[config.mk]
export PLATFORM = sky130hd
export DESIGN_NAME = reindeer_data_access
export DESIGN_NICKNAME = d
export VERILOG_FILES = /design/src/rtl/reindeer_data_access_pkg.sv /design/src/rtl/reindeer_load_align.sv /design/src/rtl/reindeer_data_access.sv
export SDC_FILE = /design/constraint.sdc
export NUM_CORES = 1
export LEC_CHECK = 0
export CAP_MARGIN = 10
export CORE_MARGIN = 3
export CORE_UTILIZATION = 39
export CTS_CLUSTER_DIAMETER = 100
export DETAILED_ROUTE_END_ITERATION = 8
export PLACE_DENSITY = 0.76
export SKIP_CTS_REPAIR_TIMING = 1
export SLEW_MARGIN = 40
export SYNTH_ARGS = -nofsm -noshare
export SYNTH_HDL_FRONTEND = slang
export SYNTH_SLANG_ARGS = --single-unit
[constraint.sdc]
create_clock -name clk -period 1.6 [get_ports clk]
set_input_delay 0.24 -clock clk [delete_from_list [all_inputs] [get_ports clk]]
set_output_delay 0.24 -clock clk [all_outputs]
set_load 0.005 [all_outputs]
[src/rtl/reindeer_data_access_pkg.sv]
// Shared data-side definitions: word geometry, access-width encodings and
// the store-path helpers used by the load/store unit.
package reindeer_data_access_pkg;

  localparam int unsigned XLEN               = 32;
  localparam int unsigned XLEN_BYTES         = XLEN / 8;
  localparam int unsigned DATA_MEM_ADDR_BITS = 14;

  localparam logic [1:0] WIDTH_BYTE    = 2'b00;
  localparam logic [1:0] WIDTH_HALF    = 2'b01;
  localparam logic [1:0] WIDTH_WORD    = 2'b10;
  localparam logic [1:0] WIDTH_ILLEGAL = 2'b11;

  function automatic logic access_misaligned(input logic [1:0] width,
                                             input logic [1:0] offset);
    logic bad;
    case (width)
      WIDTH_BYTE: bad = 1'b0;
      WIDTH_HALF: bad = offset[0];
      WIDTH_WORD: bad = (offset != 2'b00);
      default:    bad = 1'b1;
    endcase
    return bad;
  endfunction

  function automatic logic [XLEN_BYTES-1:0] store_mask(input logic [1:0] width,
                                                       input logic [1:0] offset);
    logic [XLEN_BYTES-1:0] mask;
    case (width)
      WIDTH_BYTE: mask = XLEN_BYTES'(1) << offset;
      WIDTH_HALF: mask = XLEN_BYTES'(3) << offset;
      default:    mask = '1;
    endcase
    return mask;
  endfunction

  // Store operand is replicated so every enabled byte lane carries the data.
  function automatic logic [XLEN-1:0] store_replicate(input logic [1:0]      width,
                                                      input logic [XLEN-1:0] data);
    logic [XLEN-1:0] word;
    case (width)
      WIDTH_BYTE: word = {(XLEN/8){data[7:0]}};
      WIDTH_HALF: word = {(XLEN/16){data[15:0]}};
      default:    word = data;
    endcase
    return word;
  endfunction

endpackage

[src/rtl/reindeer_load_align.sv]
// Load return extraction: picks the addressed byte/half lane of the memory
// word and sign- or zero-extends it to XLEN.
module reindeer_load_align
  import reindeer_data_access_pkg::*;
(
  input  logic [XLEN-1:0] word_in,
  input  logic [1:0]      offset,
  input  logic [1:0]      width,
  input  logic            is_unsigned,
  output logic [XLEN-1:0] data_c
);

  logic [7:0]  byte_sel;
  logic [15:0] half_sel;

  always_comb begin
    byte_sel = word_in[7:0];
    case (offset)
      2'd1:    byte_sel = word_in[15:8];
      2'd2:    byte_sel = word_in[23:16];
      2'd3:    byte_sel = word_in[31:24];
      default: byte_sel = word_in[7:0];
    endcase
    half_sel = offset[1] ? word_in[31:16] : word_in[15:0];

    case (width)
      WIDTH_BYTE: data_c = {{(XLEN-8){byte_sel[7] & ~is_unsigned}}, byte_sel};
      WIDTH_HALF: data_c = {{(XLEN-16){half_sel[15] & ~is_unsigned}}, half_sel};
      default:    data_c = word_in;
    endcase
  end

endmodule

[src/rtl/reindeer_data_access.sv]
// Load/store unit data-memory sequencer: accepts one request, checks
// alignment, issues it on the shared memory port and reports completion.
module reindeer_data_access
  import reindeer_data_access_pkg::*;
#(
  parameter int unsigned MEM_ADDR_BITS = DATA_MEM_ADDR_BITS
) (
  input  logic                     clk,
  input  logic                     reset_n,
  input  logic                     sync_reset,
  input  logic                     req_valid,
  output logic                     req_ready,
  input  logic                     req_load,
  input  logic                     req_store,
  input  logic [XLEN-1:0]          req_addr,
  input  logic [1:0]               req_width,
  input  logic                     req_unsigned,
  input  logic [XLEN-1:0]          req_store_data,
  input  logic                     data_grant,
  output logic                     data_read_enable,
  output logic [XLEN_BYTES-1:0]    data_write_enable,
  output logic [MEM_ADDR_BITS-1:0] data_rw_addr,
  output logic [XLEN-1:0]          data_write_word,
  input  logic                     mem_enable_in,
  input  logic [XLEN-1:0]          mem_word_in,
  output logic                     load_done,
  output logic [XLEN-1:0]          load_data,
  output logic                     store_done,
  output logic                     misaligned_exception,
  output logic [XLEN-1:0]          exception_addr
);

  typedef enum logic [1:0] {S_IDLE, S_ISSUE, S_READ_WAIT} state_e;

  state_e                   state_q, state_d;
  logic                     ready_q, ready_d;
  logic                     is_load_q, is_load_d;
  logic [1:0]               offset_q, offset_d;
  logic [1:0]               width_q, width_d;
  logic                     unsigned_q, unsigned_d;
  logic                     read_en_q, read_en_d;
  logic [XLEN_BYTES-1:0]    write_en_q, write_en_d;
  logic [MEM_ADDR_BITS-1:0] rw_addr_q, rw_addr_d;
  logic [XLEN-1:0]          write_word_q, write_word_d;
  logic                     load_done_q, load_done_d;
  logic [XLEN-1:0]          load_data_q, load_data_d;
  logic                     store_done_q, store_done_d;
  logic                     misaligned_q, misaligned_d;
  logic [XLEN-1:0]          exc_addr_q, exc_addr_d;
  logic [XLEN-1:0]          load_aligned_c;

  reindeer_load_align u_load_align (
    .word_in     (mem_word_in),
    .offset      (offset_q),
    .width       (width_q),
    .is_unsigned (unsigned_q),
    .data_c      (load_aligned_c)
  );

  always_comb begin
    state_d      = state_q;
    is_load_d    = is_load_q;
    offset_d     = offset_q;
    width_d      = width_q;
    unsigned_d   = unsigned_q;
    read_en_d    = read_en_q;
    write_en_d   = write_en_q;
    rw_addr_d    = rw_addr_q;
    write_word_d = write_word_q;
    load_data_d  = load_data_q;
    exc_addr_d   = exc_addr_q;
    load_done_d  = 1'b0;
    store_done_d = 1'b0;
    misaligned_d = 1'b0;

    case (state_q)
      S_IDLE: begin
        if (req_valid && (req_load || req_store)) begin
          is_load_d  = req_load;
          offset_d   = req_addr[1:0];
          width_d    = req_width;
          unsigned_d = req_unsigned;
          if (access_misaligned(req_width, req_addr[1:0])) begin
            misaligned_d = 1'b1;
            exc_addr_d   = req_addr;
          end else begin
            state_d      = S_ISSUE;
            rw_addr_d    = req_addr[MEM_ADDR_BITS+1:2];
            write_word_d = store_replicate(req_width, req_store_data);
            read_en_d    = req_load;
            write_en_d   = req_load ? '0 : store_mask(req_width, req_addr[1:0]);
          end
        end
      end
      // Without a grant every request output simply holds.
      S_ISSUE: begin
        if (data_grant) begin
          read_en_d  = 1'b0;
          write_en_d = '0;
          if (is_load_q) begin
            state_d = S_READ_WAIT;
          end else begin
            store_done_d = 1'b1;
            state_d      = S_IDLE;
          end
        end
      end
      S_READ_WAIT: begin
        if (mem_enable_in) begin
          load_data_d = load_aligned_c;
          load_done_d = 1'b1;
          state_d     = S_IDLE;
        end
      end
      default: state_d = S_IDLE;
    endcase

    ready_d = (state_d == S_IDLE);

    if (sync_reset) begin
      state_d      = S_IDLE;
      ready_d      = 1'b1;
      is_load_d    = 1'b0;
      offset_d     = 2'b00;
      width_d      = WIDTH_BYTE;
      unsigned_d   = 1'b0;
      read_en_d    = 1'b0;
      write_en_d   = '0;
      rw_addr_d    = '0;
      write_word_d = '0;
      load_data_d  = '0;
      exc_addr_d   = '0;
      load_done_d  = 1'b0;
      store_done_d = 1'b0;
      misaligned_d = 1'b0;
    end
  end

  always_ff @(posedge clk or negedge reset_n) begin
    if (!reset_n) begin
      state_q      <= S_IDLE;
      ready_q      <= 1'b1;
      is_load_q    <= 1'b0;
      offset_q     <= 2'b00;
      width_q      <= WIDTH_BYTE;
      unsigned_q   <= 1'b0;
      read_en_q    <= 1'b0;
      write_en_q   <= '0;
      rw_addr_q    <= '0;
      write_word_q <= '0;
      load_data_q  <= '0;
      exc_addr_q   <= '0;
      load_done_q  <= 1'b0;
      store_done_q <= 1'b0;
      misaligned_q <= 1'b0;
    end else begin
      state_q      <= state_d;
      ready_q      <= ready_d;
      is_load_q    <= is_load_d;
      offset_q     <= offset_d;
      width_q      <= width_d;
      unsigned_q   <= unsigned_d;
      read_en_q    <= read_en_d;
      write_en_q   <= write_en_d;
      rw_addr_q    <= rw_addr_d;
      write_word_q <= write_word_d;
      load_data_q  <= load_data_d;
      exc_addr_q   <= exc_addr_d;
      load_done_q  <= load_done_d;
      store_done_q <= store_done_d;
      misaligned_q <= misaligned_d;
    end
  end

  assign req_ready            = ready_q;
  assign data_read_enable     = read_en_q;
  assign data_write_enable    = write_en_q;
  assign data_rw_addr         = rw_addr_q;
  assign data_write_word      = write_word_q;
  assign load_done            = load_done_q;
  assign load_data            = load_data_q;
  assign store_done           = store_done_q;
  assign misaligned_exception = misaligned_q;
  assign exception_addr       = exc_addr_q;

endmodule
Yosys cells after proc, flatten, opt, wreduce, memory -nomap -nowiden
Index checks and enable logic that the tools add are counted.
{"block": "classes", "eq_ne": 12, "shift": 2, "mux": 65, "n_bitwise": 3, "n_reduce_logical": 18}
{"op": "$mux W32", "n": 11}
{"op": "$pmux W32 S2", "n": 2}
{"op": "$mux W14", "n": 4}
{"op": "$mux W1", "n": 24}
{"op": "$mux W2", "n": 12}
{"op": "$pmux W8 S3", "n": 1}
{"op": "$mux W4", "n": 5}
{"op": "$mux W16", "n": 1}
{"op": "$pmux W4 S2", "n": 2}
{"op": "$reduce_bool A2 Y1", "n": 6}
{"op": "$ne A3 B3 Y1 const B", "n": 3}
{"op": "$eq A2 B1 Y1 const B", "n": 4}
{"op": "$eq A2 B2 Y1 const B", "n": 4}
{"op": "$logic_not A2 Y1", "n": 4}
{"op": "$pmux W2 S3", "n": 1}
{"op": "$reduce_and A3 Y1", "n": 2}
{"op": "$reduce_and A2 Y1", "n": 2}
{"op": "$reduce_and A4 Y1", "n": 1}
{"op": "$shl A1 B2 Y4 const A", "n": 1}
{"op": "$shl A2 B2 Y4 const A", "n": 1}
{"op": "$pmux W1 S3", "n": 1}
{"op": "$reduce_bool A3 Y1", "n": 1}
{"op": "$and A1 B1 Y1", "n": 2}
{"op": "$ne A2 B2 Y1 const B", "n": 1}
{"op": "4 further kinds", "n": 4}
{"block": "word_totals", "register_bits": 127, "in_bits": 107, "out_inout_bits": 119, "word_cells": 115}

Depth between registers and ports, before layout
{"block": "logic_depth", "depth_word": 9, "ltp_mapped": 8, "mapped_depth_nobuf": 5}

By module
From an unflattened synthesis, not the netlist that was laid out.
{"block": "unflattened", "cells_unflattened": 648, "hier_area_um2": 6876.6}
{"mod": "reindeer_data_access", "instances": 1, "cells_each": 515, "area_per_inst_um2": 5893.2, "seq_area_each_um2": 3179.3}
{"mod": "reindeer_load_align", "instances": 1, "cells_each": 133, "area_per_inst_um2": 983.4, "seq_area_each_um2": 0.0}

Worst setup path before layout
No wires, ideal clock.
{"block": "synth_path", "kind": "register -> register", "start": "register state_q[0]", "end": "register rw_addr_q[0] (netlist: data_rw_addr[0])", "setup_ns": 0.065, "arrival_time_ns": 1.665, "required_time_ns": 1.535, "path_slack_ns": -0.130, "path_stages_with_launch": 7, "path_buffers": 2, "period_less_slack_ns": 1.730, "cell_sequence": "dfrtp_1 > nor3b_4 > and2_1 > buf_6 > nor3b_4 > buf_6 > a22o_1"}
{"block": "synth_between", "elab_chain_cells": 3}
{"item": "start, declared", "line_no": "reindeer_data_access.sv:35", "source": "state_e state_q, state_d;"}
{"item": "start signal, assigned", "line_no": "reindeer_data_access.sv:157", "source": "state_q <= state_d;"}
{"item": "$logic_not A2 Y1", "line_no": "reindeer_data_access.sv:76", "source": "case (state_q)"}
{"item": "$reduce_bool A2 Y1 (no line)"}
{"item": "$reduce_and A3 Y1 (no line)"}
{"item": "end signal, assigned", "line_no": "reindeer_data_access.sv:165", "source": "rw_addr_q <= rw_addr_d;"}
{"item": "end, declared", "line_no": "reindeer_data_access.sv:43", "source": "logic [MEM_ADDR_BITS-1:0] rw_addr_q, rw_addr_d;"}
No other way between the ends.
A chain may end at the register's enable or synchronous reset.

Worst setup path in the final report
{"block": "layout_path", "start": "register offset_q[1]", "end": "register load_data_q[26] (netlist: load_data[26])"}
{"block": "layout_between", "elab_chain_cells": 7, "word_cells_on_any_way": 11, "classes_between": "eq/ne (3); mux (6); bitwise (2)"}
{"item": "start, declared", "line_no": "reindeer_data_access.sv:38", "source": "logic [1:0] offset_q, offset_d;"}
{"item": "start signal, assigned", "line_no": "reindeer_data_access.sv:160", "source": "offset_q <= offset_d;"}
{"item": "$eq A2 B2 Y1 or $eq A2 B1 Y1 (tied branches)", "line_no": "reindeer_load_align.sv:18", "source": "case (offset)"}
{"item": "$pmux W8 S3", "line_no": "reindeer_load_align.sv:18"}
{"item": "$and A1 B1 Y1", "line_no": "reindeer_load_align.sv:27", "source": "WIDTH_BYTE: data_c = {{(XLEN-8){byte_sel[7] & ~is_unsigned}}, byte_sel};"}
{"item": "$pmux W32 S2 *", "line_no": "reindeer_load_align.sv:26", "source": "case (width)"}
{"item": "$mux W32 *", "line_no": "reindeer_data_access.sv:109", "source": "if (mem_enable_in) begin"}
{"item": "$mux W32 *", "line_no": "reindeer_data_access.sv:76"}
{"item": "$mux W32 *", "line_no": "reindeer_data_access.sv:120", "source": "if (sync_reset) begin"}
{"item": "end signal, assigned", "line_no": "reindeer_data_access.sv:167", "source": "load_data_q <= load_data_d;"}
{"item": "end, declared", "line_no": "reindeer_data_access.sv:46", "source": "logic [XLEN-1:0] load_data_q, load_data_d;"}
Mark *: on every way between the ends. The rest lies on a longest branch, timed or not. The select of a mux whose other input is x is not followed.

==> run metrics <==
Reg power frac 37.1%; Post-synth EDFFs 0; cell count after synthesis 475; Synth Warn # 0; LEAKAGE 4.31 nW; first-pass GRT wire length 28.5 mm; crit start category flop; DRC Markers 0; critical path class reg2reg; Avg WL per Cell 20.9 microns; Max Freq 0.561 GHz; Rel. slew slack 65.2%; post-synthesis compound-gate area fraction 24.4%; Reg clk slew, reported paths 0.06 ns; post-synthesis mux area share 6.05%; Final min period 1.78 ns; top_reg_cell synth dfrtp_1; post-synthesis adder-cell area fraction 0%; Combinational Power Share 15.8%; Clock power frac 47.1%; total number of vias 5350; Seq cells post-synth 127; Final period util 111%; Global Route Usage Sum 22.4%; Routed WL 19.9 mm; Slew Viols, Final 0; RSZ-0062 raised after global routing true; CTS tree yes; Fin. Hold Viols 0; num ports 226; status complete, but fails checks; Initial Util 40.2%; share of the synthesized area in the top cell type 56.0%; half-perimeter wire length after placement 13.0 mm; Max VDD drop 629 uV; Final Wtd Congestion 0.888; Pwr per Cell Area 956 nW/um^2; die width 126 microns; post-route cell area 9630 sq um; Clk Latency, worst-skew pair 0.41 ns; Synth Cell Area 5630 sq um; Worst Path Arrival 2.12 ns; DP Area 8460 sq um; Critical Path Sink Type flop; async set or reset register ratio after synthesis 100%; Die Ht 126 microns; initial antenna violation count 0; register area share after synthesis 56.5%; P_int 7.05 mW; Worst Path Max Fanout 13; top area cells in the synthesized netlist dfrtp_1 (56%), a22o_1 (11%), mux2i_1 (4.4%); setup violators final 96; worst min path class in2async; PortBufs 225; Worst Max-Slew Pin Slew 0.519 ns; switch share 23.5%; Simple-Gate Fraction of Synth Area 9.01%; CTS H-tree depth 4; Avg Inst Size Synth 11.8 sq um; vias per inst 5.63; CTS Buf Count 17; total grt overflow 0; pin count of the biggest net entering global routing 72; n_diodes 0; maxcap violations 0; syn nets 582; CORE AREA 14000 sq um; vias in the first global route 5439; worst reg2reg setup slack -0.18 ns; layout cells sized above 1 20.9%; CP Data Required Time 1.94 ns; Setup TNS Final -8.05 ns; Switch Pwr 2.16 mW; Netlist cell types 46; post-synthesis xor/xnor area fraction 0%; main combinational cell family by area after synthesis compound AO/OA/AOI/OAI gates; clk root buf clkbuf_16; drt first pass iters 5; failing checks setup timing; area grow syn2layout 71.2%; clk_skew 0.00848 ns; Die ar. 15900 sq um; Final nets 865; row cnt 43; Detail Route Antenna Nets 0; Sink Count 127; DR iter-0 viols 427; Setup WS post-layout -0.183 ns; area leader, netlist dfrtp_1; Max Root-Sink Buffers 2
worst max-delay path, cell delays in order, from the launching register on:
cell and delay, ns:
dfrtp_1 0.43, mux4_2 0.39, nand2_2 0.07, a2111oi_4 0.46, buf_6 0.22, a221o_1 0.14
power groups by stage:
| stage | combinational [mW] | clock (mW) | sequential [mW] |
|---|---|---|---|
| after floorplan | 0.459 | 0 | 3.47 |
| after global placement | 1.26 | 0 | 3.46 |
| after detailed placement | 1.28 | 0 | 3.46 |
| after CTS | 1.29 | 4.40 | 3.41 |
| after global routing | 1.55 | 4.54 | 3.43 |
| final | 1.45 | 4.34 | 3.42 |
cell usage after synthesis, types with 3 or more instances:
cell and number:
nand2b_1 9, nand3_1 3, mux4_2 3, a22o_1 68
nand2_1 24, buf_2 16, nor3_1 3, o2bb2ai_1 9
a221o_1 16, o221ai_1 4, nor2b_1 8, mux2i_1 25
inv_1 7, a21oi_1 22, a221oi_1 9, a211oi_1 11
dfrtp_1 126, o21ai_0 21, clkbuf_1 16, buf_6 4
nor2_1 37
registers in the layout, indices dropped and copies added (netlist names):
| register | cells |
|---|---|
| unsigned_q | 1 |
| data_read_enable | 1 |
| misaligned_exception | 1 |
| data_write_word | 32 |
| data_write_enable | 4 |
| state_q | 2 |
| load_done | 1 |
| store_done | 1 |
| exception_addr | 32 |
| offset_q | 2 |
| data_rw_addr | 14 |
| req_ready | 1 |
| is_load_q | 1 |
| load_data | 32 |
| width_q | 2 |
path summary, 6_finish.rpt:
kind                                           from                              end  cells after the start
setup / recovery            offset_q[1]$_DFFE_PN0P_        load_data[26]$_DFFE_PN0P_                      5
hold / removal                              reset_n  data_write_word[24]$_DFFE_PN0P_                      3
setup reg to reg            offset_q[1]$_DFFE_PN0P_        load_data[26]$_DFFE_PN0P_                      5
hold reg to reg            load_data[8]$_DFFE_PN0P_         load_data[8]$_DFFE_PN0P_                      2
max in group asynchronous                   reset_n              req_ready$_DFF_PN1_                      3
min in group clk                       req_addr[19]   exception_addr[19]$_DFFE_PN0P_                      2
cells in the final DEF (no fill, tap or decap), types with 6 or more instances in the layout:
cell type / netlist / layout
a211oi_2: 0 / 6
a21oi_1: 22 / 18
a221o_1: 16 / 16
a22o_1: 68 / 68
buf_12: 0 / 8
buf_4: 1 / 54
buf_6: 4 / 9
clkbuf_16: 0 / 22
clkdlybuf4s50_1: 0 / 217
dfrtp_1: 126 / 126
dlymetal6s2s_1: 0 / 7
inv_1: 7 / 7
mux2i_1: 25 / 23
nand2_1: 24 / 23
nand2b_1: 9 / 9
nor2_1: 37 / 33
nor2b_1: 8 / 6
o21ai_0: 21 / 21
metrics by stage:
step	util, %	hold WS, ns	worst slack [ns]	instances	total power, mW
detailed placement	60.4	0.270	-0.724	902	4.75
CTS	65.3	-0.167	-0.424	934	9.11
global route	68.9	0.409	-0.221	951	9.52
finish	68.9	0.379	-0.183	951	9.21
global placement	60.4	0.267	-0.612	902	4.72
floorplan	-	-0.0556	-0.123	475	3.93
logic make-up after synthesis:
| logic type | count (synthesis) |
|---|---|
| flip-flops | 127 |
| buffers and inverters | 46 |
| AND/OR/NAND/NOR | 100 |
| AO/OA/AOI/OAI | 172 |
| multiplexers | 30 |
per-layer routing:
metal,global-route usage [%],routed length (microns),vias to the layer above
li1,-,-,2365
met1,28.3,8210,2674
met2,36.6,9820,275
met3,6.79,1470,36
met4,7.89,352,0
met5,0,0,-
final cells by class:
cell class | count | area, sq um
sequential | 127 | 3180
inverter | 7 | 26.3
clock inverter | 12 | 206
fill | 1015 | 4360
multi-input combinational | 302 | 2440
clock buffer | 20 | 467
tap | 180 | 225
timing repair buffer | 303 | 3090
No activity file was read; power rests on OpenSTA's default activity.
